File: config.mk
export PLATFORM = sky130hd
export DESIGN_NAME = alu_ctl_md
export DESIGN_NICKNAME = d
export VERILOG_FILES = /design/src/rtl/alu_ctl_md.sv
export SDC_FILE = /design/constraint.sdc
export NUM_CORES = 1
export LEC_CHECK = 0
export ABC_AREA = 0
export BUFFER_PORTS_ARGS = -buffer_cell sky130_fd_sc_hd__buf_4
export CAP_MARGIN = 20
export CORE_MARGIN = 1.5
export CORE_UTILIZATION = 60
export DETAILED_ROUTE_END_ITERATION = 6
export PLACE_DENSITY = 0.8
export SLEW_MARGIN = 10
export SYNTH_ARGS = -nofsm -noshare
export SYNTH_HDL_FRONTEND = slang
export SYNTH_SLANG_ARGS = --single-unit
File: constraint.sdc
create_clock -name clk -period 5.98 [get_ports clk]
set_input_delay 1.794 -clock clk [delete_from_list [all_inputs] [get_ports clk]]
set_output_delay 1.794 -clock clk [all_outputs]
set_load 0.02 [all_outputs]
File: src/rtl/alu_ctl_md.sv
// EX-stage ALU control decode with an iterative multiply/divide
// sequencer that owns its HI/LO registers and stalls the pipeline.
module alu_ctl_md #(
    parameter int unsigned WIDTH = 32,
    parameter bit          MD_EN = 1'b1
) (
    input  logic             clk,
    input  logic             reset,
    input  logic             valid,
    input  logic [1:0]       ALUOp,
    input  logic [5:0]       funct,
    input  logic [WIDTH-1:0] a,
    input  logic [WIDTH-1:0] b,
    output logic [3:0]       ALUctl,
    output logic             stall,
    output logic [WIDTH-1:0] mf_data,
    output logic             div0
);

    localparam int unsigned   CW   = $clog2(WIDTH);
    localparam logic [CW-1:0] LAST = CW'(WIDTH - 1);

    localparam logic [5:0] F_ADDI  = 6'b001000;
    localparam logic [5:0] F_ANDI  = 6'b001100;
    localparam logic [5:0] F_ORI   = 6'b001101;
    localparam logic [5:0] F_SLTI  = 6'b001010;
    localparam logic [5:0] F_SLTIU = 6'b001011;
    localparam logic [5:0] F_ADD   = 6'b100000;
    localparam logic [5:0] F_ADDU  = 6'b100001;
    localparam logic [5:0] F_SUB   = 6'b100010;
    localparam logic [5:0] F_SUBU  = 6'b100011;
    localparam logic [5:0] F_AND   = 6'b100100;
    localparam logic [5:0] F_OR    = 6'b100101;
    localparam logic [5:0] F_XOR   = 6'b100110;
    localparam logic [5:0] F_NOR   = 6'b100111;
    localparam logic [5:0] F_SLT   = 6'b101010;
    localparam logic [5:0] F_SLTU  = 6'b101011;
    localparam logic [5:0] F_MFHI  = 6'b010000;
    localparam logic [5:0] F_MFLO  = 6'b010010;

    typedef enum logic [1:0] {
        S_IDLE,
        S_RUN,
        S_FIX,
        S_DONE
    } state_t;

    state_t            state_q, state_d;
    logic [CW-1:0]     cnt_q, cnt_d;
    logic              is_div_q, is_div_d;
    logic              neg_q, neg_d;
    logic              sa_q, sa_d;
    logic              bz_q, bz_d;
    logic [WIDTH-1:0]  acc_q, acc_d;
    logic [WIDTH-1:0]  wrk_q, wrk_d;
    logic [WIDTH-1:0]  opb_q, opb_d;
    logic [WIDTH-1:0]  hi_q, hi_d;
    logic [WIDTH-1:0]  lo_q, lo_d;

    logic md_fn, mf_fn, start;
    assign md_fn = (funct[5:2] == 4'b0110);
    assign mf_fn = (funct == F_MFHI) || (funct == F_MFLO);
    assign start = MD_EN && valid && (ALUOp == 2'b10)
                   && md_fn && (state_q == S_IDLE);

    always_comb begin
        ALUctl = 4'b0010;
        unique case (ALUOp)
            2'b11: ALUctl = 4'b0010;
            2'b01: ALUctl = 4'b0110;
            2'b00: begin
                case (funct)
                    F_ADDI:  ALUctl = 4'b0010;
                    F_ANDI:  ALUctl = 4'b0000;
                    F_ORI:   ALUctl = 4'b0001;
                    F_SLTI:  ALUctl = 4'b0111;
                    F_SLTIU: ALUctl = 4'b1000;
                    default: ALUctl = 4'b0010;
                endcase
            end
            2'b10: begin
                case (funct)
                    F_ADD, F_ADDU: ALUctl = 4'b0010;
                    F_SUB, F_SUBU: ALUctl = 4'b0110;
                    F_AND:   ALUctl = 4'b0000;
                    F_OR:    ALUctl = 4'b0001;
                    F_XOR:   ALUctl = 4'b0011;
                    F_NOR:   ALUctl = 4'b1100;
                    F_SLT:   ALUctl = 4'b0111;
                    F_SLTU:  ALUctl = 4'b1000;
                    default: ALUctl = 4'b0010;
                endcase
                if (MD_EN && (md_fn || mf_fn))
                    ALUctl = 4'b1111;
            end
        endcase
    end

    // funct[0]=0 selects the signed variants (mult, div)
    logic             sgn, sa, sb;
    logic [WIDTH-1:0] mag_a, mag_b;
    assign sgn   = ~funct[0];
    assign sa    = sgn & a[WIDTH-1];
    assign sb    = sgn & b[WIDTH-1];
    assign mag_a = sa ? -a : a;
    assign mag_b = sb ? -b : b;

    logic [WIDTH:0]   sum, rsh;
    logic [WIDTH-1:0] rdif;
    logic             ge;
    assign sum  = {1'b0, acc_q} + (wrk_q[0] ? {1'b0, opb_q} : '0);
    assign rsh  = {acc_q, wrk_q[WIDTH-1]};
    assign ge   = (rsh >= {1'b0, opb_q});
    assign rdif = rsh[WIDTH-1:0] - opb_q;

    logic [2*WIDTH-1:0] prod, prod_s;
    logic [WIDTH-1:0]   quo_s, rem_s;
    assign prod   = {acc_q, wrk_q};
    assign prod_s = neg_q ? -prod : prod;
    // a zero divisor keeps the all-ones quotient unsigned
    assign quo_s  = (neg_q && !bz_q) ? -wrk_q : wrk_q;
    assign rem_s  = sa_q ? -acc_q : acc_q;

    always_comb begin
        state_d  = state_q;
        cnt_d    = cnt_q;
        is_div_d = is_div_q;
        neg_d    = neg_q;
        sa_d     = sa_q;
        bz_d     = bz_q;
        acc_d    = acc_q;
        wrk_d    = wrk_q;
        opb_d    = opb_q;
        hi_d     = hi_q;
        lo_d     = lo_q;
        unique case (state_q)
            S_IDLE: begin
                if (start) begin
                    state_d  = S_RUN;
                    cnt_d    = '0;
                    is_div_d = funct[1];
                    neg_d    = sa ^ sb;
                    sa_d     = sa;
                    bz_d     = (b == '0);
                    acc_d    = '0;
                    wrk_d    = funct[1] ? mag_a : mag_b;
                    opb_d    = funct[1] ? mag_b : mag_a;
                end
            end
            S_RUN: begin
                if (is_div_q) begin
                    acc_d = ge ? rdif : rsh[WIDTH-1:0];
                    wrk_d = {wrk_q[WIDTH-2:0], ge};
                end else begin
                    acc_d = sum[WIDTH:1];
                    wrk_d = {sum[0], wrk_q[WIDTH-1:1]};
                end
                cnt_d = cnt_q + CW'(1);
                if (cnt_q == LAST)
                    state_d = S_FIX;
            end
            S_FIX: begin
                if (is_div_q) begin
                    hi_d = rem_s;
                    lo_d = quo_s;
                end else begin
                    hi_d = prod_s[2*WIDTH-1:WIDTH];
                    lo_d = prod_s[WIDTH-1:0];
                end
                state_d = S_DONE;
            end
            S_DONE: state_d = S_IDLE;
        endcase
    end

    always_ff @(posedge clk) begin
        if (reset) begin
            state_q  <= S_IDLE;
            cnt_q    <= '0;
            is_div_q <= 1'b0;
            neg_q    <= 1'b0;
            sa_q     <= 1'b0;
            bz_q     <= 1'b0;
            acc_q    <= '0;
            wrk_q    <= '0;
            opb_q    <= '0;
            hi_q     <= '0;
            lo_q     <= '0;
        end else begin
            state_q  <= state_d;
            cnt_q    <= cnt_d;
            is_div_q <= is_div_d;
            neg_q    <= neg_d;
            sa_q     <= sa_d;
            bz_q     <= bz_d;
            acc_q    <= acc_d;
            wrk_q    <= wrk_d;
            opb_q    <= opb_d;
            hi_q     <= hi_d;
            lo_q     <= lo_d;
        end
    end

    assign stall = !reset && (start || (state_q == S_RUN)
                              || (state_q == S_FIX));
    assign div0  = (state_q == S_DONE) && is_div_q && bz_q;

    always_comb begin
        mf_data = '0;
        if (MD_EN && !reset && (ALUOp == 2'b10)) begin
            if (funct == F_MFHI)
                mf_data = hi_q;
            else if (funct == F_MFLO)
                mf_data = lo_q;
        end
    end

endmodule

==> impl_metrics.env <==
export IMPL_met3_length_mm=5.68
export IMPL_syn_mean_instance_area_um2=7.24
export IMPL_synth_fa_ha_area_frac=0.0655
export IMPL_netSwitchingFraction=0.369
export IMPL_slew_violations=0
export IMPL_wl_met1_mm=21.8
export IMPL_syn_inst=2063
export IMPL_initial_core_util=0.612
export IMPL_grt_first_pass_wirelength_mm=80.5
export IMPL_grt_max_degree=102
export IMPL_ant_nets=0
export IMPL_leakage_nw=6.43
export IMPL_fmax_mhz=192
export IMPL_synth_flop_cell="dfxtp_1"
export IMPL_dpl_hpwl_mm=39.6
export IMPL_topRoutingLayerUsed="met4"
export IMPL_numPortBuffers=112
export IMPL_synth_compound_area_frac=0.277
export IMPL_worst_slew_pin_slew_ns=1.09
export IMPL_gr_total_overflow=0
export IMPL_setup_violations=0
export IMPL_via_count=16100
export IMPL_status="finished, final reports clean"
export IMPL_switchingPower_mw=1.19
export IMPL_antenna_found_initial=0
export IMPL_cts_sinks=171
export IMPL_viasPerCell=6.69
export IMPL_grt_usage=0.393
export IMPL_synth_net_count=2215
export IMPL_wl_met2_mm=22.6
export IMPL_worstSetupPathType="in2out"
export IMPL_nets=2227
export IMPL_synth_edf_count=0
export IMPL_htree_levels=4
export IMPL_critPathMaxFanout=32
export IMPL_cellPowerDensity_mw_per_mm2=196
export IMPL_clkTransAtPathRegs_ns=0.07
export IMPL_synth_seq_cells=171
export IMPL_ys_warn_count=0
export IMPL_rsz0062_at_grt="false"
export IMPL_finalSetupTns_ns=0
export IMPL_postCtsHoldBufs=0
export IMPL_pwr_share_seq=0.374
export IMPL_arrival_ns=3.40
export IMPL_yosysSeqAreaShare=0.229
export IMPL_die_area_mm2=0.0258
export IMPL_syn_area_mm2=0.0149
export IMPL_insertedDiodeCount=0
export IMPL_cap_violations=0
export IMPL_min_path_type="reg2reg"
export IMPL_core_area_mm2=0.0244
export IMPL_worstSetupEndpointType="output port"
export IMPL_grt_pass1_vias=14400
export IMPL_drcViolationCount=0
export IMPL_p_clk_frac=0.369
export IMPL_path_common_cell="buf_4"
export IMPL_synth_top_family_by_area="compound AO/OA/AOI/OAI gates"
export IMPL_rows=57
export IMPL_slew_headroom=0.271
export IMPL_synthArstFlopShare=0
export IMPL_synth_xor_xnor_area_share=0.0985
export IMPL_cts_tree="built"
export IMPL_drive_gt1_frac=0.108
export IMPL_post_route_period_util=0.869
export IMPL_boundaryPins=113
export IMPL_startpoint_type="input port"
export IMPL_postCtsSetupRepairBufs=0
export IMPL_clockBufferDepth=2
export IMPL_place_congestion=1.06
export IMPL_first_pass_iters=6
export IMPL_clk_latency_ns=0.46
export IMPL_combPwrFrac=0.257
export IMPL_cts_repair_resized=0
export IMPL_synthSimpleGateAreaFrac=0.227
export IMPL_finalHoldViolCount=0
export IMPL_drt_iter0_drc=2558
export IMPL_cts_buffers=17
export IMPL_areaGrowthSynthToFinish_pct=10.4
export IMPL_period_minus_slack_ns=5.20
export IMPL_cp_slowest_cell="or3_1"
export IMPL_die_w_um=161
export IMPL_wirelength_mm=52.0
export IMPL_vdd_ir_drop_max_v=0.000204
export IMPL_fin_skew_ns=0.0231
export IMPL_wire_per_inst_um=21.6
export IMPL_crit_chain="buf_4, nand2b_1, or3_1, nor3_2, buf_4, a22oi_1, nor2_1, buf_4"
export IMPL_final_util=0.676
export IMPL_required_ns=4.19
export IMPL_cp_slowest_stage_delay_ns=0.37
export IMPL_synthMuxAreaShare=0.0484
export IMPL_intPower_mw=2.04
export IMPL_die_y_um=161
export IMPL_cts_root_buf="clkbuf_16"
export IMPL_synth_cell_types=83
==> flip-flops by register name (all words and copies together), names as in the netlist, 2 cells and up <==
register,cells
state_q,2
opb_q,32
hi_q,32
acc_q,32
cnt_q,5
lo_q,32
wrk_q,32
==> per-layer routing <==
layer / vias to the layer above / track usage
met4: 0 / 0.153
met2: 984 / 0.599
li1: 7490 / -
met5: - / 0
met1: 7561 / 0.552
met3: 113 / 0.0695
==> cells in the mapped netlist (4+ instances only) <==
cell      count  area, µm²
a211oi_1     89        668
a21oi_1     172        861
nand4b_1      4       35.0
o21ai_0     115        576
a31oi_1      24        150
o21ai_1       5       25.0
nand4_1      18        113
a21o_1       33        248
buf_2         6       30.0
a311oi_1     13        114
o41ai_1       6       52.6
ha_1         75        938
nand2_1     158        593
nor3_1       62        310
a21boi_0      5       37.5
o31ai_1      25        188
xor2_1       74        648
a211o_1       4       35.0
nor4b_1       4       35.0
xnor2_1      94        823
or2_2        10       62.6
a22oi_1      46        345
a41oi_1       4       35.0
or3_1        23        144
nor4_1       23        144
nor2_1      315       1180
inv_1        72        270
mux2_2       18        203
nand3b_1      4       30.0
o21bai_1      9       67.6
buf_1        13       48.8
nor2b_1      12       75.1
clkbuf_1    122        458
o211ai_1     30        225
o221ai_1      9       78.8
or4_1        16        120
and2_1       13       81.3
o21a_1        6       45.0
nand2b_1     17        106
dfxtp_1     171       3420
and3_1       10       62.6
mux2i_1      52        521
nand3_1      20        100
==> final cells by class <==
| class | instances | area, µm² |
|---|---|---|
| Multi-Input combinational cell | 1679 | 10700 |
| Fill cell | 2137 | 7900 |
| Sequential cell | 171 | 3420 |
| Timing Repair Buffer | 134 | 1010 |
| Clock buffer | 17 | 425 |
| Tap cell | 324 | 405 |
| Inverter | 72 | 270 |
| Clock inverter | 15 | 216 |
==> worst max-delay path: cells and delay by family <==
kind                   cells  cell delay [ns]
AO/OA/AOI/OAI              1             0.15
buffers and inverters      3             0.65
AND/OR/NAND/NOR            4             0.79
==> through the flow <==
stage | hold WS (ns) | worst slack [ns] | std cells | instance area, µm² | power, mW
after floorplan | 0.432 | 0.784 | 2063 | 14900 | 1.78
after global placement | 0.442 | 0.876 | 2380 | 15900 | 2.02
after detailed placement | 0.447 | 0.803 | 2380 | 15900 | 2.04
after CTS | 0.456 | 0.804 | 2412 | 16500 | 3.20
after global routing | 0.467 | 0.647 | 2412 | 16500 | 3.34
final | 0.456 | 0.782 | 2412 | 16500 | 3.23
==> kinds of logic (layout without fill, tap and decap cells) <==
logic type	count (synthesis)	after routing
adders and majority gates	77	77
AOI/OAI and AO/OA	635	635
DFF	171	171
xor gates and xnor gates	168	168
buffers and inverters	213	238
muxes	70	70
and+or+nand+nor	729	729
==> cells in the final DEF, fill, tap and decap left out, types with 9 or more instances in the layout <==
| master | synthesis | final |
|---|---|---|
| nand4_1 | 18 | 18 |
| dfxtp_1 | 171 | 170 |
| a311oi_1 | 13 | 13 |
| nand2_1 | 158 | 158 |
| nand2b_1 | 17 | 17 |
| inv_1 | 72 | 72 |
| or3_1 | 23 | 23 |
| o211ai_1 | 30 | 30 |
| nor2b_1 | 12 | 12 |
| a21oi_1 | 172 | 172 |
| or2_2 | 10 | 10 |
| a21o_1 | 33 | 33 |
| nor2_1 | 315 | 313 |
| mux2i_1 | 52 | 52 |
| o221ai_1 | 9 | 9 |
| and2_1 | 13 | 13 |
| a22oi_1 | 46 | 46 |
| nor4_1 | 23 | 23 |
| buf_4 | 0 | 134 |
| clkbuf_16 | 0 | 17 |
| a31oi_1 | 24 | 23 |
| xor2_1 | 74 | 74 |
| o21bai_1 | 9 | 9 |
| and3_1 | 10 | 10 |
| nand3_1 | 20 | 20 |
| a211oi_1 | 89 | 89 |
| o21ai_0 | 115 | 115 |
| nor3_1 | 62 | 61 |
| o31ai_1 | 25 | 25 |
| or4_1 | 16 | 16 |
| mux2_2 | 18 | 18 |
| ha_1 | 75 | 74 |
| xnor2_1 | 94 | 94 |
==> worst paths after layout <==
path / startpoint / end / slack, ns / cells after the start
setup / recovery: funct[5] / mf_data[28] / 0.78 / 8
hold / removal: opb_q[4]$_SDFFE_PP0P_ / opb_q[4]$_SDFFE_PP0P_ / 0.46 / 2
setup reg to reg: wrk_q[0]$_SDFFE_PP0P_ / acc_q[24]$_SDFFE_PP0P_ / 1.69 / 13
hold reg to reg: opb_q[4]$_SDFFE_PP0P_ / opb_q[4]$_SDFFE_PP0P_ / 0.46 / 2
==> power groups by stage <==
stage                     clock, mW  combinational (mW)  sequential (mW)
after floorplan                   0               0.566             1.22
after global placement            0               0.794             1.23
after detailed placement          0               0.804             1.23
after CTS                      1.19               0.807             1.21
after global routing           1.24               0.895             1.21
final                          1.19               0.831             1.21
(Power assumes the default switching activity.)
